==> config.mk <==
export PLATFORM = sky130hd
export DESIGN_NAME = spi_slave_flat
export DESIGN_NICKNAME = d
export VERILOG_FILES = /design/src/rtl/spi_slave_if.sv /design/src/rtl/spi_slave.sv /design/src/flat_wrapper.sv
export SDC_FILE = /design/constraint.sdc
export NUM_CORES = 1
export LEC_CHECK = 0
export ABC_CLOCK_PERIOD_IN_PS = 4700
export CORE_ASPECT_RATIO = 0.6
export CORE_MARGIN = 1
export CORE_UTILIZATION = 25
export CTS_CLUSTER_DIAMETER = 40
export DETAILED_ROUTE_END_ITERATION = 8
export PLACE_DENSITY_LB_ADDON = 0.3
export REMOVE_ABC_BUFFERS = 1
export SLEW_MARGIN = 15
export SYNTH_ARGS = -nofsm -noshare
export SYNTH_HDL_FRONTEND = slang
export SYNTH_SLANG_ARGS = --single-unit
==> constraint.sdc <==
create_clock -name clk -period 4.7 [get_ports clk]
set_input_delay 0.94 -clock clk [delete_from_list [all_inputs] [get_ports clk]]
set_output_delay 0.94 -clock clk [all_outputs]
set_load 0.01 [all_outputs]
==> src/rtl/spi_slave_if.sv <==
// rtl/spi_slave_if.sv - SPI slave bus: serial pins plus parallel rx/tx side
interface spi_slave_if;
    logic       SS_n;
    logic       MOSI;
    logic       MISO;
    logic [9:0] rx_data;
    logic       rx_valid;
    logic [7:0] tx_data;
    logic       tx_valid;

    modport slave (
        input  SS_n, MOSI, tx_data, tx_valid,
        output MISO, rx_data, rx_valid
    );

    modport master (
        output SS_n, MOSI, tx_data, tx_valid,
        input  MISO, rx_data, rx_valid
    );
endinterface

==> src/rtl/spi_slave.sv <==
// rtl/spi_slave.sv - 10-bit command/payload SPI slave with read-data reply
// Optional embedded assertions: define SPI_SLAVE_ASSERT_EN.
module spi_slave (
    input  logic       clk,
    input  logic       rst_n,
    spi_slave_if.slave bus
);
    typedef enum logic [2:0] {
        IDLE      = 3'd0,
        CHK_CMD   = 3'd1,
        WRITE     = 3'd2,
        READ_ADD  = 3'd3,
        READ_DATA = 3'd4
    } state_t;

    state_t     r_state;
    state_t     w_next_state;
    logic [3:0] r_bit_cnt;
    logic [8:0] r_shift;
    logic [9:0] r_rx_data;
    logic       r_rx_valid;
    logic       r_addr_rcvd;
    logic       r_tx_wait;
    logic [7:0] r_tx_buf;
    logic [3:0] r_tx_cnt;
    logic       r_miso;

    logic w_in_word;
    logic w_abort;
    logic w_shift_en;
    logic w_word_done;

    assign w_in_word   = (r_state == WRITE) || (r_state == READ_ADD) || (r_state == READ_DATA);
    assign w_abort     = (r_state != IDLE) && bus.SS_n;
    // A count of 10 marks the word complete; further MOSI bits are dropped.
    assign w_shift_en  = w_in_word && !bus.SS_n && (r_bit_cnt < 4'd10);
    assign w_word_done = w_shift_en && (r_bit_cnt == 4'd9);

    always_ff @(posedge clk or negedge rst_n) begin
        if (!rst_n) begin
            r_state <= IDLE;
        end else begin
            r_state <= w_next_state;
        end
    end

    always_comb begin
        w_next_state = r_state;
        case (r_state)
            IDLE: begin
                if (!bus.SS_n) w_next_state = CHK_CMD;
            end
            CHK_CMD: begin
                if (bus.SS_n)          w_next_state = IDLE;
                else if (!bus.MOSI)    w_next_state = WRITE;
                else if (r_addr_rcvd)  w_next_state = READ_DATA;
                else                   w_next_state = READ_ADD;
            end
            default: begin
                if (bus.SS_n) w_next_state = IDLE;
            end
        endcase
    end

    always_ff @(posedge clk or negedge rst_n) begin
        if (!rst_n) begin
            r_bit_cnt   <= 4'd0;
            r_shift     <= 9'd0;
            r_rx_data   <= 10'd0;
            r_rx_valid  <= 1'b0;
            r_addr_rcvd <= 1'b0;
            r_tx_wait   <= 1'b0;
            r_tx_buf    <= 8'd0;
            r_tx_cnt    <= 4'd0;
            r_miso      <= 1'b0;
        end else begin
            r_rx_valid <= 1'b0;
            if (w_abort) begin
                r_bit_cnt <= 4'd0;
                r_shift   <= 9'd0;
                r_tx_wait <= 1'b0;
                r_tx_cnt  <= 4'd0;
                r_miso    <= 1'b0;
            end else begin
                if (r_state == CHK_CMD) begin
                    r_shift   <= {r_shift[7:0], bus.MOSI};
                    r_bit_cnt <= 4'd1;
                end else if (w_shift_en) begin
                    r_shift   <= {r_shift[7:0], bus.MOSI};
                    r_bit_cnt <= r_bit_cnt + 4'd1;
                end

                if (w_word_done) begin
                    r_rx_data  <= {r_shift, bus.MOSI};
                    r_rx_valid <= 1'b1;
                    if (r_state == READ_ADD)  r_addr_rcvd <= 1'b1;
                    if (r_state == READ_DATA) begin
                        r_addr_rcvd <= 1'b0;
                        r_tx_wait   <= 1'b1;
                    end
                end

                // Reply bits leave MSB first, starting the cycle after the latch.
                if (r_tx_wait && bus.tx_valid) begin
                    r_tx_buf  <= bus.tx_data;
                    r_tx_cnt  <= 4'd8;
                    r_tx_wait <= 1'b0;
                end else if (r_tx_cnt != 4'd0) begin
                    r_tx_buf <= {r_tx_buf[6:0], 1'b0};
                    r_tx_cnt <= r_tx_cnt - 4'd1;
                end

                if (r_tx_cnt != 4'd0) r_miso <= r_tx_buf[7];
                else                  r_miso <= 1'b0;
            end
        end
    end

    assign bus.MISO     = r_miso;
    assign bus.rx_data  = r_rx_data;
    assign bus.rx_valid = r_rx_valid;

`ifdef SPI_SLAVE_ASSERT_EN
    a_reset_clears: assert property (@(posedge clk)
        !rst_n |=> (r_miso == 1'b0 && r_rx_valid == 1'b0 && r_rx_data == 10'd0));
    a_valid_single: assert property (@(posedge clk) disable iff (!rst_n)
        r_rx_valid |=> !r_rx_valid);
`else
    // built without embedded checks
`endif
endmodule

==> src/flat_wrapper.sv <==
// flat-port wrapper written by rule: the top's interface ports become plain ports
module spi_slave_flat 
  (clk, rst_n, bus_SS_n, bus_MOSI, bus_tx_data, bus_tx_valid, bus_MISO, bus_rx_data, bus_rx_valid);
  spi_slave_if bus_i ();
  input  logic clk;
  input  logic rst_n;
  input wire logic [$bits(bus_i.SS_n)-1:0] bus_SS_n;
  input wire logic [$bits(bus_i.MOSI)-1:0] bus_MOSI;
  input wire logic [$bits(bus_i.tx_data)-1:0] bus_tx_data;
  input wire logic [$bits(bus_i.tx_valid)-1:0] bus_tx_valid;
  output wire logic [$bits(bus_i.MISO)-1:0] bus_MISO;
  output wire logic [$bits(bus_i.rx_data)-1:0] bus_rx_data;
  output wire logic [$bits(bus_i.rx_valid)-1:0] bus_rx_valid;
  assign bus_i.SS_n = bus_SS_n;
  assign bus_i.MOSI = bus_MOSI;
  assign bus_i.tx_data = bus_tx_data;
  assign bus_i.tx_valid = bus_tx_valid;
  assign bus_MISO = bus_i.MISO;
  assign bus_rx_data = bus_i.rx_data;
  assign bus_rx_valid = bus_i.rx_valid;
  spi_slave u_core (.clk(clk), .rst_n(rst_n), .bus(bus_i));
endmodule
Yosys cells after proc, flatten, opt, wreduce, memory -nomap -nowiden
Index checks and enable logic that the tools add are counted.
W data, S select, Z words.
{ "totals": {"ff_bits": 42, "out_inout_bits": 12, "elab_cells": 70} }
{ "classes": {"eq_ne": 6, "add_sub_neg": 2, "reduce_logical": 23, "muxes": 27, "magnitude_cmp": 1, "bitwise": 1} }
{ "ops": {"columns": ["operator", "n"], "rows": [
  ["$mux W9", 3],
  ["$mux W4", 6],
  ["$reduce_bool A3 Y1", 6],
  ["$mux W8", 2],
  ["$mux W3", 5],
  ["$mux W1", 10],
  ["$reduce_and A2 Y1", 4],
  ["$eq A3 B2 Y1 const B", 2],
  ["$pmux W3 S2", 1],
  ["$logic_and A1 B1 Y1", 5],
  ["$add A4 B1 Y4 const B", 1],
  ["$eq A4 B4 Y1 const B", 1],
  ["$lt A4 B4 Y1 const B", 1],
  ["$reduce_bool A2 Y1", 2],
  ["$reduce_bool A4 Y1", 1],
  ["$sub A4 B1 Y4 const B", 1],
  ["$eq A3 B1 Y1 const B", 1],
  ["$eq A3 B3 Y1 const B", 1],
  ["$logic_not A3 Y1", 1],
  ["$reduce_and A3 Y1", 1],
  ["$logic_or A1 B1 Y1", 2],
  ["$ne A2 B2 Y1 const B", 1],
  ["$logic_not A1 Y1", 1],
  ["$not A1 Y1", 1]
]} }

Depth between registers and ports, before layout
Gate-level depths: netlist of run 1.
{ "depth": {"word_depth": 9, "ltp_mapped": 7, "mapped_depth_nobuf": 6} }

Worst setup path before layout of run 1
OpenSTA, ideal clock, no wires.
{ "synth_timing": {"path_type": "input-to-reg", "from": "input port bus_SS_n", "to": "register u_core.r_tx_cnt[1]", "t_arrival_ns": 1.733, "t_required_ns": 4.606, "stages": 5, "setup_slack_ns": 2.873, "setup_time_ns": 0.094, "cell_sequence": "clkbuf_1 > o31ai_1 > buf_2 > nand2_1 > a211oi_1"} }
{ "synth_via": {"elab_chain_cells": 2, "elab_cells_between_ends": 3} }
{ "synth_lines": {"columns": ["item", "line_no", "rtl"], "rows": [
  ["start: declaration", "flat_wrapper.sv:7", "input wire logic [$bits(bus_i.SS_n)-1:0] bus_SS_n;"],
  ["$logic_and A1 B1 Y1 (*)", "spi_slave.sv:34", "assign w_abort = (r_state != IDLE) && bus.SS_n;"],
  ["$reduce_bool A3 Y1 (no line) or $mux W4 (tied branches)", null, null],
  ["end signal: assignment", "spi_slave.sv:110", "r_tx_cnt <= r_tx_cnt - 4'd1;"],
  ["end: declaration", "spi_slave.sv:25", "logic [3:0] r_tx_cnt;"]
]} }
Mark *: on every way between the ends. The rest lies on a longest branch, timed or not.
A chain may end at the register's enable or synchronous reset.

Worst setup path in the final report of run 1
{ "layout_timing": {"from": "input port bus_SS_n", "to": "register u_core.r_tx_buf[7]"} }
{ "layout_via": {"elab_chain_cells": 3} }
{ "layout_lines": {"columns": ["item", "line_no", "rtl"], "rows": [
  ["$logic_and A1 B1 Y1", "spi_slave.sv:34", null],
  ["$not A1 Y1 (no line)", null, null],
  ["$reduce_and A2 Y1 (no line)", null, null],
  ["end signal: assignment", "spi_slave.sv:105", "r_tx_buf <= bus.tx_data;"],
  ["end signal: assignment", "spi_slave.sv:109", "r_tx_buf <= {r_tx_buf[6:0], 1'b0};"],
  ["end: declaration", "spi_slave.sv:24", "logic [7:0] r_tx_buf;"]
]} }
Every way passes these cells.

==> impl_metrics.yaml, run 1 <==
sta:
  drv_slew: 0
  skew_ns: 0.002305
  setup_viol_count_final: 0
  finalWorstPathRequiredPeriod_ns: 2.370
  rsz0062_at_grt: "false"
  fmax_mhz: 421.9
  finalCritPeriodShare_pct: 50.43
  worstMarginPinSlew_ns: 0.9401
  slew_headroom_pct: 37.33
  final-hold-violation-count: 0
  fin_tns_setup_ns: 0
setup_path:
  critical_path_class: "in2reg"
  critPathRequiredTime_ns: 4.86
  cp-end-kind: "register"
  startpoint_type: "input pin"
  critical_path.max_fanout: 21
  crit_arrival_ns: 2.53
synth:
  synth_top_area_share_pct: 51.82
  synth_edf_count: 0
  yosys.cell_types.count: 41
  yosys_warnings: 0
  avgSynthCellArea_sq_um: 10.85
  synth_ff_type: "dfrtp_1"
  synthesis.area_sq_mm: 0.002028
  synth_seq_cells: 42
  ys_seq_area_share_pct: 51.82
  synth-async-reset-ratio_pct: 100.0
  synth_area_leaders: "dfrtp_1 52%, mux2_4 6.7%, mux2i_1 5.4%, nand2_1 3.5%, a21oi_1 3.0%"
  yosysTopAreaCell: "dfrtp_1"
  syn_inst: 187
grt:
  overflow: 0
  track_usage_pct: 10.49
  grt_pass1_wl_mm: 6.886
  first_global_vias: 1378
  grt_max_degree: 43
  antenna_found_initial: 0
placement:
  io_buffers: 24
  routabilityCongestion: 0.7154
  hpwlAfterDp_mm: 2.749
pwr:
  power_frac_comb_pct: 28.9
  switching_share_pct: 32.31
  p_leak_nw: 1.078
  p_int_mw: 0.8921
  p_seq_share_pct: 41.9
  irDropWorstVdd_v: 0.0001352
  p_sw_mw: 0.4258
  power_density_mw_per_mm2: 524.3
  clkPwrFrac_pct: 29.2
  finalPower_mw: 1.318
clock_network:
  cts_sinks: 42
  cts_tree: "done"
  ctsResizeCount: 0
  path_clk_slew_ns: 0.06
  hold_buffers: 0
  clkLatencyLatePin_ns: 0.28
  htreeDepth: 2
  clock_path_buffers: 2
  numCtsBuffers: 5
  post_cts_buffers: 0
  cts_root_buf: "clkbuf_16"
routing:
  wl_per_cell_um: 12.52
  vias: 1409
  vias_per_cell: 4.403
  firstDrtPassIters: 4
  antenna_left: 0
  drcViolationCount: 0
  drtIter0Drc: 62
  drt-total-wl_mm: 4.006
floorplan:
  rows: 25
  die_height_um: 71.77
  fp.dieW_um: 118.3
  pin_count: 25
  die-area_sq_mm: 0.008489
  coreArea_sq_mm: 0.007851
  initial_core_util_pct: 25.83
final_layout:
  num-fill-cells: 782
  layout.nets: 227
  drive_above_1_share_pct: 14.15
  insertedDiodeCount: 0
  area_growth_pct: 23.94
worst_hold_path:
  hold_path_class: "reg2reg"
run_status:
  status: "finished clean"
job:
  cap_violations: 0
-- synthesized netlist by cell type (2+ instances only) --
master and instances:
mux2_2 3, or2_2 2, inv_1 15, dfrtp_1 42, o21ai_0 6, nand2_1 19, nand3_1 3, a211oi_1 2
ha_1 3, buf_2 2, nand2b_1 3, clkbuf_1 4, mux2i_1 11, o21a_1 2, o22ai_1 7, nor3_1 3
buf_6 2, a21oi_1 12, nor2_1 16, mux2_4 9
-- per-layer routing --
metal,wire length (um),track usage [%]
met5,0,0
met4,53,4.558
met3,183,3.264
met2,1585,13.53
met1,2185,15.66
-- power groups by stage --
stage	Sequential [mW]	Combinational [mW]	Clock, mW
floorplan	0.531	0.293	0
global route	0.569	0.437	0.410
detailed placement	0.557	0.385	0
global placement	0.558	0.376	0
finish	0.552	0.381	0.384
CTS	0.552	0.386	0.393
-- metrics by stage --
stage	instances	util [%]	area (sq um)	hold WS [ns]	worst slack (ns)
floorplan	178	-	1961	0.4774	2.431
global placement	312	29.94	2351	0.5014	2.060
detailed placement	312	29.94	2351	0.4949	2.039
CTS	320	32.02	2514	0.5135	2.328
global route	320	32.02	2514	0.5335	2.183
finish	320	32.02	2514	0.5086	2.330
-- final timing paths --
| kind | start | end | slack (ns) | cells after the start |
|---|---|---|---|---|
| max | bus_SS_n | u_core.r_tx_buf[7] | 2.33 | 6 |
| max reg2reg | u_core.r_state[0] | u_core.r_shift[0] | 2.75 | 4 |
| min | u_core.bus.rx_data[1] | u_core.bus.rx_data[1] | 0.51 | 1 |
| min reg2reg | u_core.bus.rx_data[1] | u_core.bus.rx_data[1] | 0.51 | 1 |
| min in group asynchronous | rst_n | u_core.bus.rx_valid | 0.80 | 1 |
| max in group asynchronous | rst_n | u_core.r_tx_wait | 3.31 | 1 |
-- cell usage in the layout (no fill, tap or decap), drive strengths merged --
| master | synthesis | routed |
|---|---|---|
| nand2 | 19 | 19 |
| a21oi | 12 | 12 |
| o31ai | 1 | 1 |
| nand2b | 4 | 4 |
| mux2i | 11 | 11 |
| nor4b | 1 | 1 |
| buf | 5 | 3 |
| mux2 | 12 | 12 |
| a211oi | 4 | 4 |
| or4b | 1 | 1 |
| o211ai | 1 | 1 |
| bufinv | 0 | 1 |
| or3 | 1 | 1 |
| clkbuf | 4 | 7 |
| dfrtp | 42 | 42 |
| inv | 15 | 15 |
| o22ai | 7 | 7 |
| clkdlybuf4s50 | 0 | 23 |
| nor3 | 3 | 3 |
| o21ai | 6 | 6 |
| o41ai | 1 | 1 |
| o21a | 2 | 2 |
| a41oi | 1 | 1 |
| o221ai | 1 | 1 |
| nor2 | 16 | 16 |
| a21boi | 1 | 1 |
| xnor2 | 1 | 1 |
| and2 | 1 | 1 |
| and3 | 1 | 1 |
| a31oi | 1 | 1 |
| or3b | 2 | 2 |
| nand3 | 3 | 3 |
| ha | 3 | 3 |
| nand4bb | 1 | 1 |
| nor2b | 1 | 1 |
| or2 | 2 | 2 |
-- sequential cells by signal (all words and copies together), names as in the netlist --
name                 count
u_core.r_tx_buf          8
u_core.r_tx_wait         1
u_core.r_shift           9
u_core.r_addr_rcvd       1
u_core.r_bit_cnt         4
u_core.bus.rx_data      10
u_core.bus.MISO          1
u_core.r_state           3
u_core.bus.rx_valid      1
u_core.r_tx_cnt          4
-- worst max-delay path: stages --
cell,delay (ns)
clkdlybuf4s50_1,0.82
o31ai_2,0.13
buf_4,0.23
o21a_1,0.21
nor2_1,0.13
a21oi_1,0.05
-- area by class of cell --
cell class,instances,area [sq um],share of cell area (%)
clock buffers,7,132.6,5.276
clock inverters,1,30.03,1.195
inverters,15,56.30,2.240
multi-input cells,121,858.3,34.15
flip-flops and latches,42,1051,41.81
well taps,108,135.1,5.376
repair buffers,26,250.2,9.955
-- cells by family after synthesis --
kind of cell / after synthesis / synth area share (%)
AO/OA/AOI/OAI: 38 / 12.40
multiplexers: 23 / 13.76
adder cells (fa/ha/maj): 3 / 1.851
AND/OR/NAND/NOR: 56 / 13.63
flip-flops: 42 / 51.82
buffers and inverters: 24 / 6.107
XOR/XNOR: 1 / 0.4319
Power figures use the tool's default switching activity.
==> run 2, diff against run 1 <==
- ABC_CLOCK_PERIOD_IN_PS: 4700 -> 2330
- clock period: 4.7 -> 2.33 ns (I/O delays scaled with it)
==> impl_metrics.yaml, run 2 (synthesized netlist as in run 1, its figures left out) <==
sta:
  rsz0062_at_grt: "false"
  holdWs_ns: 0.2510
  skew_ns: 0.006077
  finalCritPeriodShare_pct: 85.97
  slew_headroom_pct: 61.35
  fmax_mhz: 499.2
  fin_tns_setup_ns: 0
  final-hold-violation-count: 0
  drv_slew: 0
  finalWorstPathRequiredPeriod_ns: 2.003
  worstMarginPinSlew_ns: 0.5762
  layout_setup_ws_ns: 0.3270
  setup_viol_count_final: 0
setup_path:
  cpLargestDelayFamily: "simple AND/OR/NAND/NOR gates"
  critical_path_class: "reg2reg"
  crit_arrival_ns: 2.20
  cpPeakStageDelay_ns: 0.52
  critPathRequiredTime_ns: 2.53
  critical_path.max_fanout: 12
  cp-end-kind: "register"
  startpoint_type: "register"
  cpMaxStageDelayCell: "dfrtp_1"
  path_buf_inv: 0
  crit_chain: "or3b_4 -> a211oi_4 -> nand2b_2 -> mux2i_1"
pwr:
  p_seq_share_pct: 42.4
  p_leak_nw: 1.091
  power_density_mw_per_mm2: 1027
  irDropWorstVdd_v: 0.0003177
  power_frac_comb_pct: 30.9
  p_sw_mw: 0.8710
  clkPwrFrac_pct: 26.7
  finalPower_mw: 2.601
  p_int_mw: 1.730
  switching_share_pct: 33.49
floorplan:
  pin_count: 25
  initial_core_util_pct: 25.83
  coreArea_sq_mm: 0.007851
  rows: 25
  die_height_um: 71.77
  fp.dieW_um: 118.3
  die-area_sq_mm: 0.008489
clock_network:
  post_cts_buffers: 0
  clkLatencyLatePin_ns: 0.28
  clock_path_buffers: 2
  cts_root_buf: "clkbuf_16"
  cts_tree: "done"
  cts_sinks: 42
  hold_buffers: 0
  numCtsBuffers: 5
  htreeDepth: 2
  ctsResizeCount: 0
  path_clk_slew_ns: 0.06
run_status:
  status: "finished clean"
routing:
  firstDrtPassIters: 4
  drtIter0Drc: 47
  vias_per_cell: 4.318
  vias: 1399
  antenna_left: 0
  wl_per_cell_um: 12.65
  drt-total-wl_mm: 4.100
  drcViolationCount: 0
grt:
  grt_max_degree: 43
  busiest_layer: "met1"
  track_usage_pct: 10.47
  grt_pass1_wl_mm: 6.817
  use_met1_pct: 16.66
  grtUsageMet2_pct: 12.75
  antenna_found_initial: 0
  grt_use_met3_pct: 3.424
  first_global_vias: 1305
  overflow: 0
job:
  cap_violations: 0
placement:
  routabilityCongestion: 0.7539
  hpwlAfterDp_mm: 2.981
  dp_slack_ns: 0.2819
  io_buffers: 24
final_layout:
  largest_register_ffs: 10
  layout.nets: 231
  layout_common_cells: "42 x dfrtp_1, 23 x clkdlybuf4s50_1, 19 x nand2_1"
  insertedDiodeCount: 0
  postLayoutCoreUtil_pct: 32.26
  final_common_cell: "dfrtp_1"
  area_growth_pct: 24.86
  drive_above_1_share_pct: 16.67
worst_hold_path:
  hold_path_class: "in2async"
run 2: layer usage:
| metal | wire, um | share of wire [%] | vias up |
|---|---|---|---|
| li1 | - | - | 701 |
| met3 | 170 | 4.1 | 2 |
| met5 | 0 | 0 | - |
| met1 | 2377 | 58 | 671 |
| met2 | 1537 | 37 | 25 |
| met4 | 14 | 0.34 | 0 |
run 2: through the flow:
step / std cells / instance area, sq um
finish: 324 / 2532
global route: 324 / 2532
CTS: 324 / 2532
detailed placement: 316 / 2381
global placement: 316 / 2381
floorplan: 178 / 1961
run 2: power groups by stage:
stage	Sequential (mW)	Combinational [mW]	Clock, mW
after CTS	1.10	0.811	0.716
after floorplan	1.07	0.590	0
after global routing	1.13	0.910	0.750
final	1.10	0.804	0.694
after detailed placement	1.11	0.807	0
after global placement	1.11	0.791	0
run 2: final timing paths:
path	cells past startpoint	from	to	slack, ns
max in group asynchronous	2	rst_n	u_core.r_tx_buf[4]	1.70
hold / removal	2	rst_n	u_core.bus.rx_data[6]	0.25
setup reg to reg	4	u_core.r_state[0]	u_core.r_shift[3]	0.33
min in group clk	1	u_core.r_tx_buf[7]	u_core.bus.MISO	0.51
setup / recovery	4	u_core.r_state[0]	u_core.r_shift[3]	0.33
hold reg to reg	1	u_core.r_tx_buf[7]	u_core.bus.MISO	0.51
run 2: cell type report:
| type | count | area (sq um) |
|---|---|---|
| multi-input cells | 121 | 858.3 |
| inverters | 15 | 56.30 |
| well taps | 108 | 135.1 |
| clock buffers | 6 | 138.9 |
| repair buffers | 30 | 280.3 |
| clock inverters | 2 | 12.51 |
| fillers | 808 | 5319 |
| flip-flops and latches | 42 | 1051 |
==> run 3, diff against run 2 <==
- CAP_MARGIN: unset -> 40
==> results of run 3 <==
Same layout as run 2: the final DEF is identical, and so are final timing and power.
